===== config.mk =====
export PLATFORM = sky130hd
export DESIGN_NAME = ecc_decoder
export DESIGN_NICKNAME = d
export VERILOG_FILES = /design/src/rtl/ecc_decoder.sv
export SDC_FILE = /design/constraint.sdc
export NUM_CORES = 1
export LEC_CHECK = 0
export CORE_MARGIN = 4
export CORE_UTILIZATION = 45
export DETAILED_ROUTE_END_ITERATION = 8
export GPL_TIMING_DRIVEN = 0
export HOLD_SLACK_MARGIN = 0.15
export PLACE_DENSITY = 0.73
export SYNTH_ARGS = -nofsm -noshare
export SYNTH_HDL_FRONTEND = slang
export SYNTH_SLANG_ARGS = --single-unit
export TNS_END_PERCENT = 50

===== constraint.sdc =====
create_clock -name sys_clk -period 6.35 [get_ports sys_clk]
set_input_delay 1.27 -clock sys_clk [delete_from_list [all_inputs] [get_ports sys_clk]]
set_output_delay 1.27 -clock sys_clk [all_outputs]
set_load 0.02 [all_outputs]

===== src/rtl/ecc_decoder.sv =====
// ecc_decoder
// Streaming parity checker for 72-bit ECC-encoded memory words.
// Word layout: [63:0] data, [64] even parity over data, [71:65] reserved (zero).
// A two-stage valid/ready pipeline checks each word, strips the check byte and
// flags bad words in-band. Error statistics are kept for the CSR block.
//
// Ports:
//   sys_clk, sys_rst       clock (rising edge), async active-high reset
//   in_valid/in_ready      input handshake, in_data = {check[7:0], data[63:0]}
//   out_valid/out_ready    output handshake, out_data = data[63:0]
//   out_err                word failed check (out_par_err | out_fmt_err)
//   out_par_err            parity mismatch
//   out_fmt_err            nonzero reserved bits [71:65]
//   err_clr                synchronous clear of the statistics
//   word_count             words delivered (wraps)
//   err_count              erroneous words delivered (saturates)
//   first_err_valid/idx    word_count value at the first error since reset/clear
//
// Handshake: a transfer happens on a rising edge where valid & ready are both
// high. A producer holds valid and its payload stable until that edge; ready
// may be asserted without valid. in_ready is combinational from out_ready.
module ecc_decoder #(
    parameter int CNT_W = 16
) (
    input  logic             sys_clk,
    input  logic             sys_rst,
    input  logic             in_valid,
    output logic             in_ready,
    input  logic [71:0]      in_data,
    output logic             out_valid,
    input  logic             out_ready,
    output logic [63:0]      out_data,
    output logic             out_err,
    output logic             out_par_err,
    output logic             out_fmt_err,
    input  logic             err_clr,
    output logic [CNT_W-1:0] word_count,
    output logic [CNT_W-1:0] err_count,
    output logic             first_err_valid,
    output logic [CNT_W-1:0] first_err_idx
);

    // Stage A: raw data plus byte-wise partial parities
    logic        a_valid;
    logic [63:0] a_data;
    logic [7:0]  a_part;
    logic        a_p64;
    logic        a_fmt;

    // Stage B: final check result, drives the outputs directly
    logic        b_valid;
    logic [63:0] b_data;
    logic        b_par;
    logic        b_fmt;

    logic        a_adv;
    logic        b_adv;
    logic        out_hs;
    logic [7:0]  in_part;

    // A stage may advance when empty or when the stage after it advances,
    // so bubbles collapse and throughput is one word per cycle.
    assign b_adv    = !b_valid || out_ready;
    assign a_adv    = !a_valid || b_adv;
    assign in_ready = a_adv;
    assign out_hs   = b_valid && out_ready;

    always_comb begin
        in_part = '0;
        for (int i = 0; i < 8; i++) begin
            in_part[i] = ^in_data[8*i +: 8];
        end
    end

    always_ff @(posedge sys_clk or posedge sys_rst) begin
        if (sys_rst) begin
            a_valid <= 1'b0;
            a_data  <= '0;
            a_part  <= '0;
            a_p64   <= 1'b0;
            a_fmt   <= 1'b0;
        end else if (a_adv) begin
            a_valid <= in_valid;
            a_data  <= in_data[63:0];
            a_part  <= in_part;
            a_p64   <= in_data[64];
            a_fmt   <= |in_data[71:65];
        end
    end

    always_ff @(posedge sys_clk or posedge sys_rst) begin
        if (sys_rst) begin
            b_valid <= 1'b0;
            b_data  <= '0;
            b_par   <= 1'b0;
            b_fmt   <= 1'b0;
        end else if (b_adv) begin
            b_valid <= a_valid;
            b_data  <= a_data;
            b_par   <= (^a_part) ^ a_p64;
            b_fmt   <= a_fmt;
        end
    end

    assign out_valid   = b_valid;
    assign out_data    = b_data;
    assign out_par_err = b_par;
    assign out_fmt_err = b_fmt;
    assign out_err     = b_par | b_fmt;

    // Statistics: a clear in the same cycle as a handshake is applied first,
    // then the delivered word is counted on top of the cleared values.
    logic [CNT_W-1:0] wc_base;
    logic [CNT_W-1:0] ec_base;
    logic [CNT_W-1:0] fei_base;
    logic             fev_base;

    always_comb begin
        wc_base  = word_count;
        ec_base  = err_count;
        fei_base = first_err_idx;
        fev_base = first_err_valid;
        if (err_clr) begin
            wc_base  = '0;
            ec_base  = '0;
            fei_base = '0;
            fev_base = 1'b0;
        end
    end

    always_ff @(posedge sys_clk or posedge sys_rst) begin
        if (sys_rst) begin
            word_count      <= '0;
            err_count       <= '0;
            first_err_idx   <= '0;
            first_err_valid <= 1'b0;
        end else begin
            word_count      <= wc_base;
            err_count       <= ec_base;
            first_err_idx   <= fei_base;
            first_err_valid <= fev_base;
            if (out_hs) begin
                word_count <= wc_base + CNT_W'(1);
                if (out_err) begin
                    if (ec_base != '1) begin
                        err_count <= ec_base + CNT_W'(1);
                    end
                    if (!fev_base) begin
                        first_err_idx   <= wc_base;
                        first_err_valid <= 1'b1;
                    end
                end
            end
        end
    end

endmodule


==> results.md <==
* Overflow after GRT at 0
* Seq/Total Area, Yosys at 58.6%
* Drt wl/cell at 17.6 um
* Mapped Nets at 689
* Antenna violations before repair at 0
* Setup CP Type: in -> out
* Min-delay src: a_valid
* Hold Path End: out_valid
* Core ar. at 17500 sq um
* HP Class: reg -> reg
* # diodes at 0
* Post-Syn Area at 8160 sq um
* Clock skew after layout at 0.00941 ns
* DRC at 0
* Status: completed
* IO buf count at 194
* Gr busiest metal: met2
* Mux contribution to synthesized area at 20.8%
* Chip Height at 143 um
* CTS tree: built
* Io pins at 195
* Setup TNS at 0 ns
* Maximum clock path buffer count at 2
* Tightest Pin Transition at 0.640 ns
* Clk sinks at 191
* Avg Cell Area, Syn at between 10 and 15 sq um
* Tmin final at about 5.6 ns
* Clock root cell: clkbuf_16
* Hold_buf cts at 0
* Reg-to-Reg Start: out_valid
* Hold Path Depth at 1
* Synth cell count leaders: dfrtp_1 (191), mux2_2 (134), xnor2_1 (70), nor2_1 (41), nand2_1 (20)
* Register bit total from synthesis at approximately 190
* Post-synthesis compound-gate area fraction at 3.16%
* Worst EP required at 5.08 ns
* Layout cells sized above 1 at 22.0%
* Fin. Hold Viols at 0
* Slew Limit Fails at 0
* Initial drt markers at 206
* Worst Setup End Kind: primary output
* Startpoint types: input port
* Max H-tree Level at 4
* Die X at 143 um
* Met3 usage at between 7 and 8%
* Simple-Gate Fraction of Synth Area at 7.38%
* Slew headroom at 56.9%
* Design Area, Final at between 10000 and 15000 sq um
* CP bufs+invs at 5
* Pleak at 4.42 nW
* M2 GR Usage at 31.5%
* P&R area growth vs syn at 35.5%
* Tot GR Track Use at 19.0%
* Most numerous cell in the Yosys netlist: dfrtp_1
* Final Routed Wirelength at 18700 um
* Final Util at a little over three fifths
* Crit-path max cell delay at approximately 0.75 ns
* Drt first pass iters at 5
* Peak VDD IR at 0.190 mV
* Fraction of registers with async set or reset after synthesis at 100%
* Via count at 5560
* Pwr dens at 286 nW/um^2
* Vias/cell at between 5 and 6
* Fin worst setup slack at roughly 0.73 ns
* First-pass GRT wire length at roughly 31000 um
* Synth Area in Adders at 0.153%
* Max Cap Viol at 0
* Post-synth EDFFs at 0
* Routability-driven placement congestion ratio at slightly below 0.9
* Xor-xnor portion of the synthesized cell area at 8.33%
* CP max-delay cell: clkdlybuf4s50_1
* Grt met1 use at a little under a quarter
* Initial Util at a little under half
* DRT antenna net count at 0
* Worst Path Max Fanout at 10
* Cells after Synth at 611
* Primary FF master, synth: dfrtp_1
* Critical path arrival at 4.35 ns
* Critical path origin: out_ready
* Final Setup Violations at 0
* Crit-path cells: clkdlybuf4s50_1 -> nor2b_1 -> clkbuf_1 -> nand2_1 -> clkbuf_1 -> clkbuf_1 -> clkdlybuf4s50_1
* Yosys warns at 0
* Setup bufs post-CTS at 0
* Unrepaired setup endpoints after global routing: false
* Fin nets at between 900 and 1000
* RR Endpoint: a_part[0]
* CTS buffer count at 17
* Largest cells by area after synthesis: dfrtp_1 (59%), mux2_2 (19%), xnor2_1 (7.5%)
* Largest family of logic cells by synthesized area: multiplexers
* Site row count at 48
* Die area at ~20000 sq um
* PostCTS Resize Cnt at 0
* Synth unique cells at 45
* Critical path's most frequent cell: clkbuf_1
* Synth area leader: dfrtp_1
* Worst skew pair latency at about 0.43 ns
* Yosys top cell area share at 58.6%
* CP top delay family: buffers and inverters
* Worst reg-to-reg path cell count at 6
* Fillers at between 1000 and 1500
* Final period utilization at 88.4%
* Clock-pin slew on the worst setup and hold paths at 0.06 ns
* Pin count of the biggest net entering global routing at 44
* Max frequency at ~0.18 GHz
* Pre-CTS setup slack at 0.695 ns
* Vias in the first global route at between 5000 and 6000
* Post-DP HPWL at 14100 um
* Reg2Reg Setup Slack at 3.79 ns
* Placed inst area at 10500 sq um
==> how the worst max path moves through the flow <==
stage | endpoint | cells past startpoint | slack (ns)
finish | in_ready | 7 | 0.73
global route | in_ready | 7 | 0.54
CTS | in_ready | 7 | 0.75
detailed placement | in_ready | 7 | 0.70
global placement | in_ready | 7 | 0.72
floorplan | a_data[0] | 1 | 2.62
==> cell usage in the layout, fill, tap and decap left out, types with 6 or more instances in the layout <==
cell type and instances:
nand2_1 20, buf_2 6, clkinvlp_4 7, dfrtp_1 191
a31oi_1 7, clkbuf_16 17, a21oi_1 14, mux2i_1 18
nor2_1 41, nor3_1 7, nor2b_1 10, nand3_1 11
xnor2_1 70, mux2_2 134, clkdlybuf4s50_1 194, clkbuf_1 15
==> routing by layer <==
metal	vias up	part of all wire, %
met3	13	8.4
met4	0	0.88
met1	2792	41
li1	2575	-
met5	-	0
met2	180	50
==> state kept, by name, summed over array words and instances, names as in the netlist, 8 cells and up <==
name           cells
first_err_idx     16
out_data          64
err_count         16
a_part             8
word_count        16
a_data            64
==> worst register-to-register path, cell delays in order (launching register included) <==
cell,delay (ns)
dfrtp_1,0.50
nor2b_1,0.19
clkbuf_1,0.25
nand2_1,0.29
clkbuf_1,0.50
clkbuf_1,0.51
a21oi_1,0.17
==> per-stage QoR <==
stage | hold WS [ns] | power (W) | cells
finish | 0.460 | 0.00316 | 1067
global route | 0.488 | 0.00331 | 1067
CTS | 0.463 | 0.00321 | 1067
detailed placement | 0.447 | 0.00217 | 1035
global placement | 0.448 | 0.00215 | 1030
floorplan | 0.439 | 0.00186 | 611
==> logic make-up (layout without fill, tap and decap cells) <==
| kind of cell | after synthesis | in the layout |
|---|---|---|
| DFF | 191 | 191 |
| muxes | 153 | 153 |
| and+or+nand+nor | 119 | 119 |
| xor gates and xnor gates | 76 | 76 |
| AOI/OAI and AO/OA | 40 | 40 |
| buffers and inverters | 31 | 262 |
| adders and majority gates | 1 | 1 |
==> where the power goes <==
group / total (W) / switching [W] / internal (W)
clock network: 0.00103 / 0.000470 / 0.000557
logic: 0.000697 / 0.000316 / 0.000381
registers: 0.00144 / 0.0000857 / 0.00135
total: 0.00316 / 0.000871 / 0.00229
==> layout make-up <==
cell class | instances | area (sq um) | share of cell area (%)
flip-flops and latches | 191 | 4780 | 43.2
multi-input cells | 389 | 3250 | 29.4
repair buffers | 199 | 2040 | 18.5
clock buffers | 18 | 439 | 3.97
well taps | 225 | 282 | 2.55
clock inverters | 14 | 131 | 1.19
plain buffers | 26 | 105 | 0.951
inverters | 5 | 22.5 | 0.204
Power figures use the tool's default switching activity.
